===== config.mk =====
export PLATFORM = sky130hd
export DESIGN_NAME = prach_ditfft3_bf3
export DESIGN_NICKNAME = d
export VERILOG_FILES = /design/src/rtl/prach_pkg.sv /design/src/rtl/prach_ditfft3_bf3_delay.sv /design/src/rtl/prach_ditfft3_bf3.sv
export SDC_FILE = /design/constraint.sdc
export NUM_CORES = 1
export LEC_CHECK = 0
export CORE_MARGIN = 2
export CORE_UTILIZATION = 35
export DETAILED_ROUTE_END_ITERATION = 8
export GPL_TIMING_DRIVEN = 1
export PLACE_DENSITY = 0.59
export SLEW_MARGIN = 25
export SYNTH_ARGS = -nofsm -noshare
export SYNTH_HDL_FRONTEND = slang
export SYNTH_SLANG_ARGS = --single-unit

===== constraint.sdc =====
create_clock -name clk -period 9.45 [get_ports clk]
set_input_delay 2.835 -clock clk [delete_from_list [all_inputs] [get_ports clk]]
set_output_delay 2.835 -clock clk [all_outputs]
set_load 0.02 [all_outputs]

===== src/rtl/prach_pkg.sv =====
// Shared constants, phase type and scaling helpers for the PRACH DFT stages.
package prach_pkg;

    localparam int SW = 18;

    localparam logic signed [SW:0] SAT_MAX = 19'sd131071;
    localparam logic signed [SW:0] SAT_MIN = -19'sd131072;

    typedef enum logic [1:0] {
        IDLE = 2'd0,
        P1   = 2'd1,
        P2   = 2'd2
    } phase_t;

    function automatic logic signed [SW-1:0] sat19to18(input logic signed [SW:0] v);
        if (v > SAT_MAX)
            return SAT_MAX[SW-1:0];
        else if (v < SAT_MIN)
            return SAT_MIN[SW-1:0];
        else
            return v[SW-1:0];
    endfunction

    // Round half up, then clamp: only v = 262143 can reach +131072.
    function automatic logic signed [SW-1:0] rnd_half(input logic signed [SW:0] v);
        logic signed [SW+1:0] t;
        t = {v[SW], v} + 20'sd1;
        return sat19to18(t[SW+1:1]);
    endfunction

endpackage


===== src/rtl/prach_ditfft3_bf3_delay.sv =====
// Generic fixed-length shift-register delay line.
module prach_ditfft3_bf3_delay #(
    parameter int WIDTH = 1,
    parameter int DELAY = 1
) (
    input  logic             clk,
    input  logic             rst_n,
    input  logic [WIDTH-1:0] din,
    output logic [WIDTH-1:0] dout
);

    logic [WIDTH-1:0] sr [DELAY];

    always_ff @(posedge clk or negedge rst_n) begin
        if (!rst_n) begin
            for (int i = 0; i < DELAY; i++)
                sr[i] <= '0;
        end else begin
            sr[0] <= din;
            for (int i = 1; i < DELAY; i++)
                sr[i] <= sr[i-1];
        end
    end

    assign dout = sr[DELAY-1];

endmodule


===== src/rtl/prach_ditfft3_bf3.sv =====
// Final radix-3 DIT butterfly: X0 = y0, X1 = y1 - y2, X2 = y1 + y2.
module prach_ditfft3_bf3
    import prach_pkg::*;
#(
    parameter int SCALE = 0
) (
    input  logic                 clk,
    input  logic                 rst_n,
    input  logic signed [SW-1:0] din_dr,
    input  logic signed [SW-1:0] din_di,
    input  logic                 din_dv,
    input  logic                 sync_in,
    output logic signed [SW-1:0] dout_dr,
    output logic signed [SW-1:0] dout_di,
    output logic                 dout_dv,
    output logic                 sync_out,
    output logic                 err_sync
);

    phase_t in_ph, in_nxt;
    phase_t out_ph, out_nxt;

    logic signed [SW-1:0] y1r, y1i;
    logic signed [SW:0]   dif_r, dif_i, sum_r, sum_i;
    logic [2*SW+1:0]      dly_out;
    logic [1:0]           ctl_d2;
    logic signed [SW:0]   sel_r, sel_i;
    logic signed [SW-1:0] scl_r, scl_i;
    logic                 unused_dly;

    prach_ditfft3_bf3_delay #(
        .WIDTH (2*SW+2),
        .DELAY (2)
    ) u_dly_y0 (
        .clk   (clk),
        .rst_n (1'b1),
        .din   ({sync_in, din_dv, din_dr, din_di}),
        .dout  (dly_out)
    );

    // Framing comes from the reset copy so nothing stale leaves after reset.
    prach_ditfft3_bf3_delay #(
        .WIDTH (2),
        .DELAY (2)
    ) u_dly_ctl (
        .clk   (clk),
        .rst_n (rst_n),
        .din   ({sync_in, din_dv}),
        .dout  (ctl_d2)
    );

    assign unused_dly = ^dly_out[2*SW+1:2*SW];

    always_comb begin
        in_nxt = IDLE;
        if (sync_in) begin
            in_nxt = P1;
        end else begin
            unique case (in_ph)
                P1:      in_nxt = P2;
                default: in_nxt = IDLE;
            endcase
        end
    end

    always_ff @(posedge clk) begin
        if (in_ph == P1) begin
            y1r <= din_dr;
            y1i <= din_di;
        end
        if (in_ph == P2) begin
            dif_r <= {y1r[SW-1], y1r} - {din_dr[SW-1], din_dr};
            dif_i <= {y1i[SW-1], y1i} - {din_di[SW-1], din_di};
            sum_r <= {y1r[SW-1], y1r} + {din_dr[SW-1], din_dr};
            sum_i <= {y1i[SW-1], y1i} + {din_di[SW-1], din_di};
        end
    end

    always_comb begin
        out_nxt = IDLE;
        sel_r   = {dly_out[2*SW-1], dly_out[2*SW-1:SW]};
        sel_i   = {dly_out[SW-1], dly_out[SW-1:0]};
        if (ctl_d2[1]) begin
            out_nxt = P1;
        end else begin
            unique case (out_ph)
                P1: begin
                    sel_r   = dif_r;
                    sel_i   = dif_i;
                    out_nxt = P2;
                end
                P2: begin
                    sel_r   = sum_r;
                    sel_i   = sum_i;
                    out_nxt = IDLE;
                end
                default: out_nxt = IDLE;
            endcase
        end
    end

    assign scl_r = (SCALE != 0) ? rnd_half(sel_r) : sat19to18(sel_r);
    assign scl_i = (SCALE != 0) ? rnd_half(sel_i) : sat19to18(sel_i);

    always_ff @(posedge clk or negedge rst_n) begin
        if (!rst_n) begin
            in_ph    <= IDLE;
            out_ph   <= IDLE;
            err_sync <= 1'b0;
            sync_out <= 1'b0;
            dout_dv  <= 1'b0;
            dout_dr  <= '0;
            dout_di  <= '0;
        end else begin
            in_ph    <= in_nxt;
            out_ph   <= out_nxt;
            err_sync <= sync_in && (in_ph != IDLE);
            sync_out <= ctl_d2[1];
            dout_dv  <= ctl_d2[0];
            dout_dr  <= scl_r;
            dout_di  <= scl_i;
        end
    end

endmodule


==> results.json, run 1 <==
{
  "status": "finished clean",
  "numCtsBuffers": 26,
  "die_w_um": 180,
  "reg2reg_depth": 7,
  "wl_met2_mm": 11.9,
  "syn_avg_cell_area_sq_um": 11.1,
  "grt_overflow": 0,
  "final_antenna_net_count": 0,
  "grt_max_degree": 75,
  "core_sq_um": 30600,
  "critPathMaxFanout": 4,
  "synthesis.nets": 1095,
  "synth_warnings": 0,
  "fin_setup_tns_ns": 0,
  "setup.worst_path.start": "din_dr[0]",
  "routed-wl-met3_um": 931,
  "tightest_slew_ns": 1.01,
  "syn_inst": 977,
  "ios": 79,
  "rows": 64,
  "area_growth_pct": 18.6,
  "io_buffers": 78,
  "antenna_found_initial": 0,
  "antennaDiodeCount": 0,
  "finalSetupViolCount": 0,
  "drv_cap": 0,
  "final.setup.worst_slack_ns": 4.32,
  "fin_worst_skew_ns": 0.00847,
  "finalHoldViolCount": 0,
  "synth_cell_types": 81,
  "grt.total_usage": 0.150,
  "cp.required_ns": 9.74,
  "ys_ff_latch": 227,
  "cts_num_sinks": 227,
  "r2r_end": "dout_dr[7]",
  "viasPerCell": 5.06,
  "critical_path.slowest_cell": "clkdlybuf4s50_1",
  "rsz0062_at_grt": "no",
  "drt_iter0_drc": 451,
  "gp_congestion": 0.858,
  "cp_num_buf_inv": 1,
  "path_clk_slew_ns": 0.06,
  "cp.arrival_ns": 5.42,
  "period_share": 0.543,
  "dpl.hpwl_mm": 16.8,
  "synth-edff-count": 110,
  "slew_headroom": 0.328,
  "cts_tree": "built",
  "route.top_layer_used": "met4",
  "yosysSeqAreaShare": 0.540,
  "synth_area_sq_um": 10900,
  "fp.dieH_um": 180,
  "drive_gt1_frac": 0.0792,
  "postPlaceCellArea_sq_um": 12000,
  "grt_first_pass_wirelength_mm": 39.7,
  "worst-setup-path-type": "primary input to register",
  "utilization": 0.422,
  "routed_wl_mm": 24.6,
  "path_delay_family": "compound AO/OA/AOI/OAI gates",
  "start_util": 0.356,
  "vias": 7373,
  "hold_slack_ns": 0.321,
  "endpoint": "sum_r[12]",
  "final_nets": 1158,
  "root_buffer": "clkbuf_16",
  "clk_latency_ns": 0.53,
  "holdBufCountCts": 0,
  "fmax_mhz": 195,
  "end_kind": "register",
  "design_area_sq_um": 12900,
  "cp.depth": 9,
  "critPathLaunchType": "primary input",
  "reg2reg_slack_ns": 6.30,
  "synthArstFlopShare": 0.198,
  "crit-reg2reg-launch": "out_ph[0]",
  "yosysTopAreaCell": "edfxtp_1",
  "cts_setup_buffers": 0,
  "p_leak_nw": 5.08,
  "pre_cts_ws_ns": 3.75,
  "vdd_drop_max_mv": 0.118,
  "wl_met1_mm": 11.1,
  "wl_per_cell_um": 16.9,
  "drcViolationCount": 0,
  "dieArea_sq_um": 32500,
  "synth_top_area_share": 0.304,
  "htree_num_levels": 1,
  "critPathMaxStageDelay_ns": 0.47,
  "cts_resized": 0,
  "yosys_most_used_dff": "edfxtp_1",
  "slew_violations": 0,
  "hold_class": "register to register",
  "path_cells": "clkdlybuf4s50_1 -> ha_1 -> fa_1 -> nor2b_1 -> o221ai_2 -> nand3_1 -> a311oi_2 -> nor2_1 -> a2111oi_1",
  "dr.pass1.iters": 6,
  "grt_pass1_vias": 7133,
  "power.density_nw_per_um2": 202,
  "synth.area.top_cells": "edfxtp_1 30%, dfxtp_1 13%, dfrtp_1 10%",
  "cts_max_path_buffers": 3,
  "period_minus_slack_ns": 5.13
}
==> through the flow <==
step,cells,total power [W]
4_1_cts,1456,0.00264
2_1_floorplan,977,0.00144
3_5_place_dp,1408,0.00158
5_1_grt,1456,0.00272
3_3_place_gp,1408,0.00158
6_report,1456,0.00260
==> state kept, by name, summed over array words and instances, names as in the netlist, 2 cells and up <==
name,count
u_dly_ctl.dout,2
y1r,18
in_ph,2
dout_di,18
dout_dr,18
u_dly_y0.sr,36
u_dly_y0.dout,36
y1i,18
dif_r,19
sum_i,18
dif_i,19
out_ph,2
sum_r,18
==> worst reg2reg max path: stages (launching register included) <==
cell	delay, ns
dfrtp_1	0.40
inv_1	0.07
ha_1	0.75
buf_4	0.43
a22oi_1	0.18
nor3b_1	0.19
or3_1	0.61
o21ai_0	0.33
==> layer usage <==
metal | GRT usage | vias up
li1 | - | 3652
met4 | 0.0426 | 0
met5 | 0 | -
met2 | 0.261 | 166
met3 | 0.0210 | 50
met1 | 0.195 | 3505
==> Yosys cell counts (all sizes together) (4+ instances only) <==
master and count:
a2111oi 7, a211o 5, a21o 8, a21oi 45
a221oi 18, a22oi 18, a311oi 5, a31oi 7
buf 22, clkbuf 28, dfrtp 45, dfxtp 72
edfxtp 110, fa 4, ha 74, inv 77
maj3 17, nand2 68, nand2b 12, nand3 18
nand4 4, nor2 55, nor2b 17, nor3 26
nor3b 5, nor4 6, o211ai 9, o21a 7
o21ai 61, o21bai 11, o311ai 6, o31a 4
o31ai 5, or2 8, or3 10, xnor2 33
xor2 10
==> final cells by class <==
cell class / count / area (sq um)
clock inverters: 12 / 140
inverters: 77 / 289
well taps: 396 / 495
flip-flops and latches: 227 / 5870
multi-input cells: 623 / 4520
repair buffers: 85 / 828
fillers: 2929 / 17700
clock buffers: 36 / 761
==> worst min path at each step <==
stage / start / slack (ns) / to / depth (start not counted)
4_1_cts: u_dly_y0.sr[57] / 0.33 / u_dly_y0.dout[19] / 0
3_3_place_gp: u_dly_y0.sr[46] / 0.31 / u_dly_y0.dout[8] / 0
2_1_floorplan: u_dly_y0.sr[38] / 0.31 / u_dly_y0.dout[0] / 0
5_1_grt: u_dly_y0.sr[56] / 0.33 / u_dly_y0.dout[18] / 0
6_report: u_dly_y0.sr[57] / 0.32 / u_dly_y0.dout[19] / 0
3_5_place_dp: u_dly_y0.sr[59] / 0.31 / u_dly_y0.dout[21] / 0
==> cell usage in the layout (no fill, tap or decap), drive strengths merged, types with 6 or more instances in the layout <==
cell type,synthesis,routed
nor3,26,26
clkdlybuf4s50,0,77
o21ai,61,61
a2111oi,7,7
o21a,7,7
xor2,10,10
xnor2,33,33
dfxtp,72,72
a21o,8,8
a21oi,45,45
or3,10,10
a221oi,18,18
maj3,17,17
nand2,68,68
nor4,6,6
edfxtp,110,110
or2,8,8
clkinv,0,7
nand3,18,18
nor2,55,55
a22oi,18,18
a31oi,7,7
dfrtp,45,45
clkbuf,28,36
o211ai,9,9
buf,22,8
o311ai,6,6
nand2b,12,12
o21bai,11,11
ha,74,74
nor2b,17,17
inv,77,79
==> cell families (layout without fill, tap and decap cells) <==
logic type	Yosys count	in the layout	synth area share
AND/OR/NAND/NOR	237	237	0.106
multiplexers	4	4	0.00380
adder cells (fa/ha/maj)	95	95	0.108
buffers and inverters	127	210	0.0472
flip-flops	227	227	0.540
AO/OA/AOI/OAI	244	244	0.161
XOR/XNOR	43	43	0.0346
==> power by group <==
part | internal [W] | total (W) | switching (W)
Combinational | 0.000177 | 0.000429 | 0.000252
Clock | 0.000644 | 0.00104 | 0.000401
Sequential | 0.00111 | 0.00113 | 0.0000192
Total | 0.00193 | 0.00260 | 0.000672
Note: power is estimated with default switching activity, not from simulation.
==> run 2: changes to the inputs <==
Clock period 9.45 ns to 5 ns, I/O delays scaled along.
==> results.json, run 2 (synthesized netlist as in run 1, its figures left out) <==
{
  "worst-setup-path-type": "primary input to register",
  "final_nets": 1163,
  "rows": 64,
  "ios": 79,
  "rsz0062_at_grt": "no",
  "dieArea_sq_um": 32500,
  "path_delay_family": "compound AO/OA/AOI/OAI gates",
  "drive_gt1_frac": 0.0826,
  "p_clk_frac": 0.409,
  "fin_worst_skew_ns": 0.00869,
  "p_comb_frac": 0.163,
  "die_w_um": 180,
  "slew_headroom": 0.382,
  "end_kind": "register",
  "gp_congestion": 0.830,
  "p_sw_frac": 0.252,
  "vdd_drop_max_mv": 0.252,
  "finalSetupViolCount": 0,
  "final_antenna_net_count": 0,
  "p_seq_frac": 0.428,
  "fin_setup_tns_ns": 0,
  "grt_max_degree": 55,
  "tightest_slew_ns": 0.927,
  "cts_max_path_buffers": 3,
  "cts_tree": "built",
  "grt_pass1_vias": 7222,
  "dr.pass1.iters": 5,
  "cp_num_buf_inv": 1,
  "antennaDiodeCount": 0,
  "viasPerCell": 5.01,
  "cts_num_sinks": 227,
  "period_minus_slack_ns": 3.83,
  "layout.cells.non_filler": 1461,
  "vias": 7321,
  "utilization": 0.425,
  "core_sq_um": 30600,
  "p_leak_nw": 5.12,
  "start_util": 0.356,
  "p_total_w": 0.00499,
  "n_fill_cell": 2913,
  "period_share": 0.765,
  "path_clk_slew_ns": 0.06,
  "antenna_found_initial": 0,
  "dpl.hpwl_mm": 17.1,
  "fmax_mhz": 261,
  "critPathMaxFanout": 4,
  "layout_commonest_cell": "edfxtp_1",
  "multi_input_area_sq_um": 4510,
  "clk_latency_ns": 0.53,
  "power.density_nw_per_um2": 384,
  "cts_setup_buffers": 0,
  "grt_first_pass_wirelength_mm": 38.7,
  "cts_resized": 0,
  "p_switching_w": 0.00126,
  "intPower_w": 0.00373,
  "drt_iter0_drc": 401,
  "grt_overflow": 0,
  "routed_wl_mm": 24.3,
  "cp.arrival_ns": 4.08,
  "area_growth_pct": 19.5,
  "io_buffers": 78,
  "critPathLaunchType": "primary input",
  "fp.dieH_um": 180,
  "finalHoldViolCount": 0,
  "drcViolationCount": 0,
  "cp.required_ns": 5.25,
  "critical_path.slowest_cell": "clkdlybuf4s50_1",
  "post-place-cells": 1413,
  "numCtsBuffers": 26,
  "slew_violations": 0,
  "status": "finished clean",
  "wl_per_cell_um": 16.6,
  "drv_cap": 0,
  "hold_class": "register to register",
  "seq_area_sq_um": 5870,
  "grt.total_usage": 0.147,
  "root_buffer": "clkbuf_16",
  "critPathMaxStageDelay_ns": 0.47,
  "final_cell_mix": "110 x edfxtp_1, 77 x clkdlybuf4s50_1, 76 x inv_1",
  "holdBufCountCts": 0,
  "path_cells": "clkdlybuf4s50_1 -> ha_1 -> fa_1 -> nor2b_1 -> o221ai_2 -> nand3_1 -> a311o_1 -> a2111oi_2 -> a2111oi_1",
  "htree_num_levels": 1
}
## run 2: cell count changes in the layout (fill, tap and decap cells not counted), sizes merged
cell,before,now
clkbuf,36,39
inv,79,78
buf,8,13
clkinv,7,5
## run 2: cell type report
class	instances	area share
sequential	227	0.452
multi-input combinational	623	0.347
timing repair buffer	90	0.0676
clock buffer	39	0.0634
tap	396	0.0381
inverter	77	0.0222
clock inverter	9	0.00963
## run 2: worst reg2reg max path, delay by kind of cell (launching register included)
family                     cells  cell delay, ns
adders and majority gates      2            0.63
and+or+nand+nor                2            0.35
DFF                            1            0.40
AOI/OAI and AO/OA              4            1.10
## run 2: layer usage
| layer | vias to the layer above | track usage | share of wire |
|---|---|---|---|
| met1 | 3481 | 0.190 | 0.45 |
| met2 | 143 | 0.257 | 0.49 |
| met5 | - | 0 | 0 |
| met3 | 42 | 0.0236 | 0.038 |
| li1 | 3655 | - | - |
| met4 | 0 | 0.0368 | 0.022 |
## run 2: final timing paths
check	start	end	slack (ns)	cells after the start
setup / recovery	din_dr[0]	sum_r[12]	1.17	9
hold / removal	u_dly_y0.sr[63]	u_dly_y0.dout[25]	0.32	0
setup reg to reg	y1r[0]	sum_r[12]	2.24	8
hold reg to reg	u_dly_y0.sr[63]	u_dly_y0.dout[25]	0.32	0
max in group asynchronous	rst_n	dout_dr[13]	3.20	2
min in group asynchronous	rst_n	dout_di[10]	1.00	1
## run 2: power by group through the flow
stage          Sequential (W)  Clock [W]  Combinational, W
2_1_floorplan         0.00221          0          0.000512
6_report              0.00214    0.00204          0.000814
5_1_grt               0.00215    0.00217          0.000903
4_1_cts               0.00214    0.00210          0.000821
3_5_place_dp          0.00218          0          0.000817
3_3_place_gp          0.00217          0          0.000810
## run 2: metrics by stage
step                      worst slack, ns  instance area, sq um  hold slack, ns
after floorplan                     0.798                 10900           0.310
after global placement              0.725                 12000           0.310
after detailed placement            0.641                 12000           0.312
after CTS                            1.20                 13000           0.319
after global routing                0.996                 13000           0.329
final                                1.17                 13000           0.323
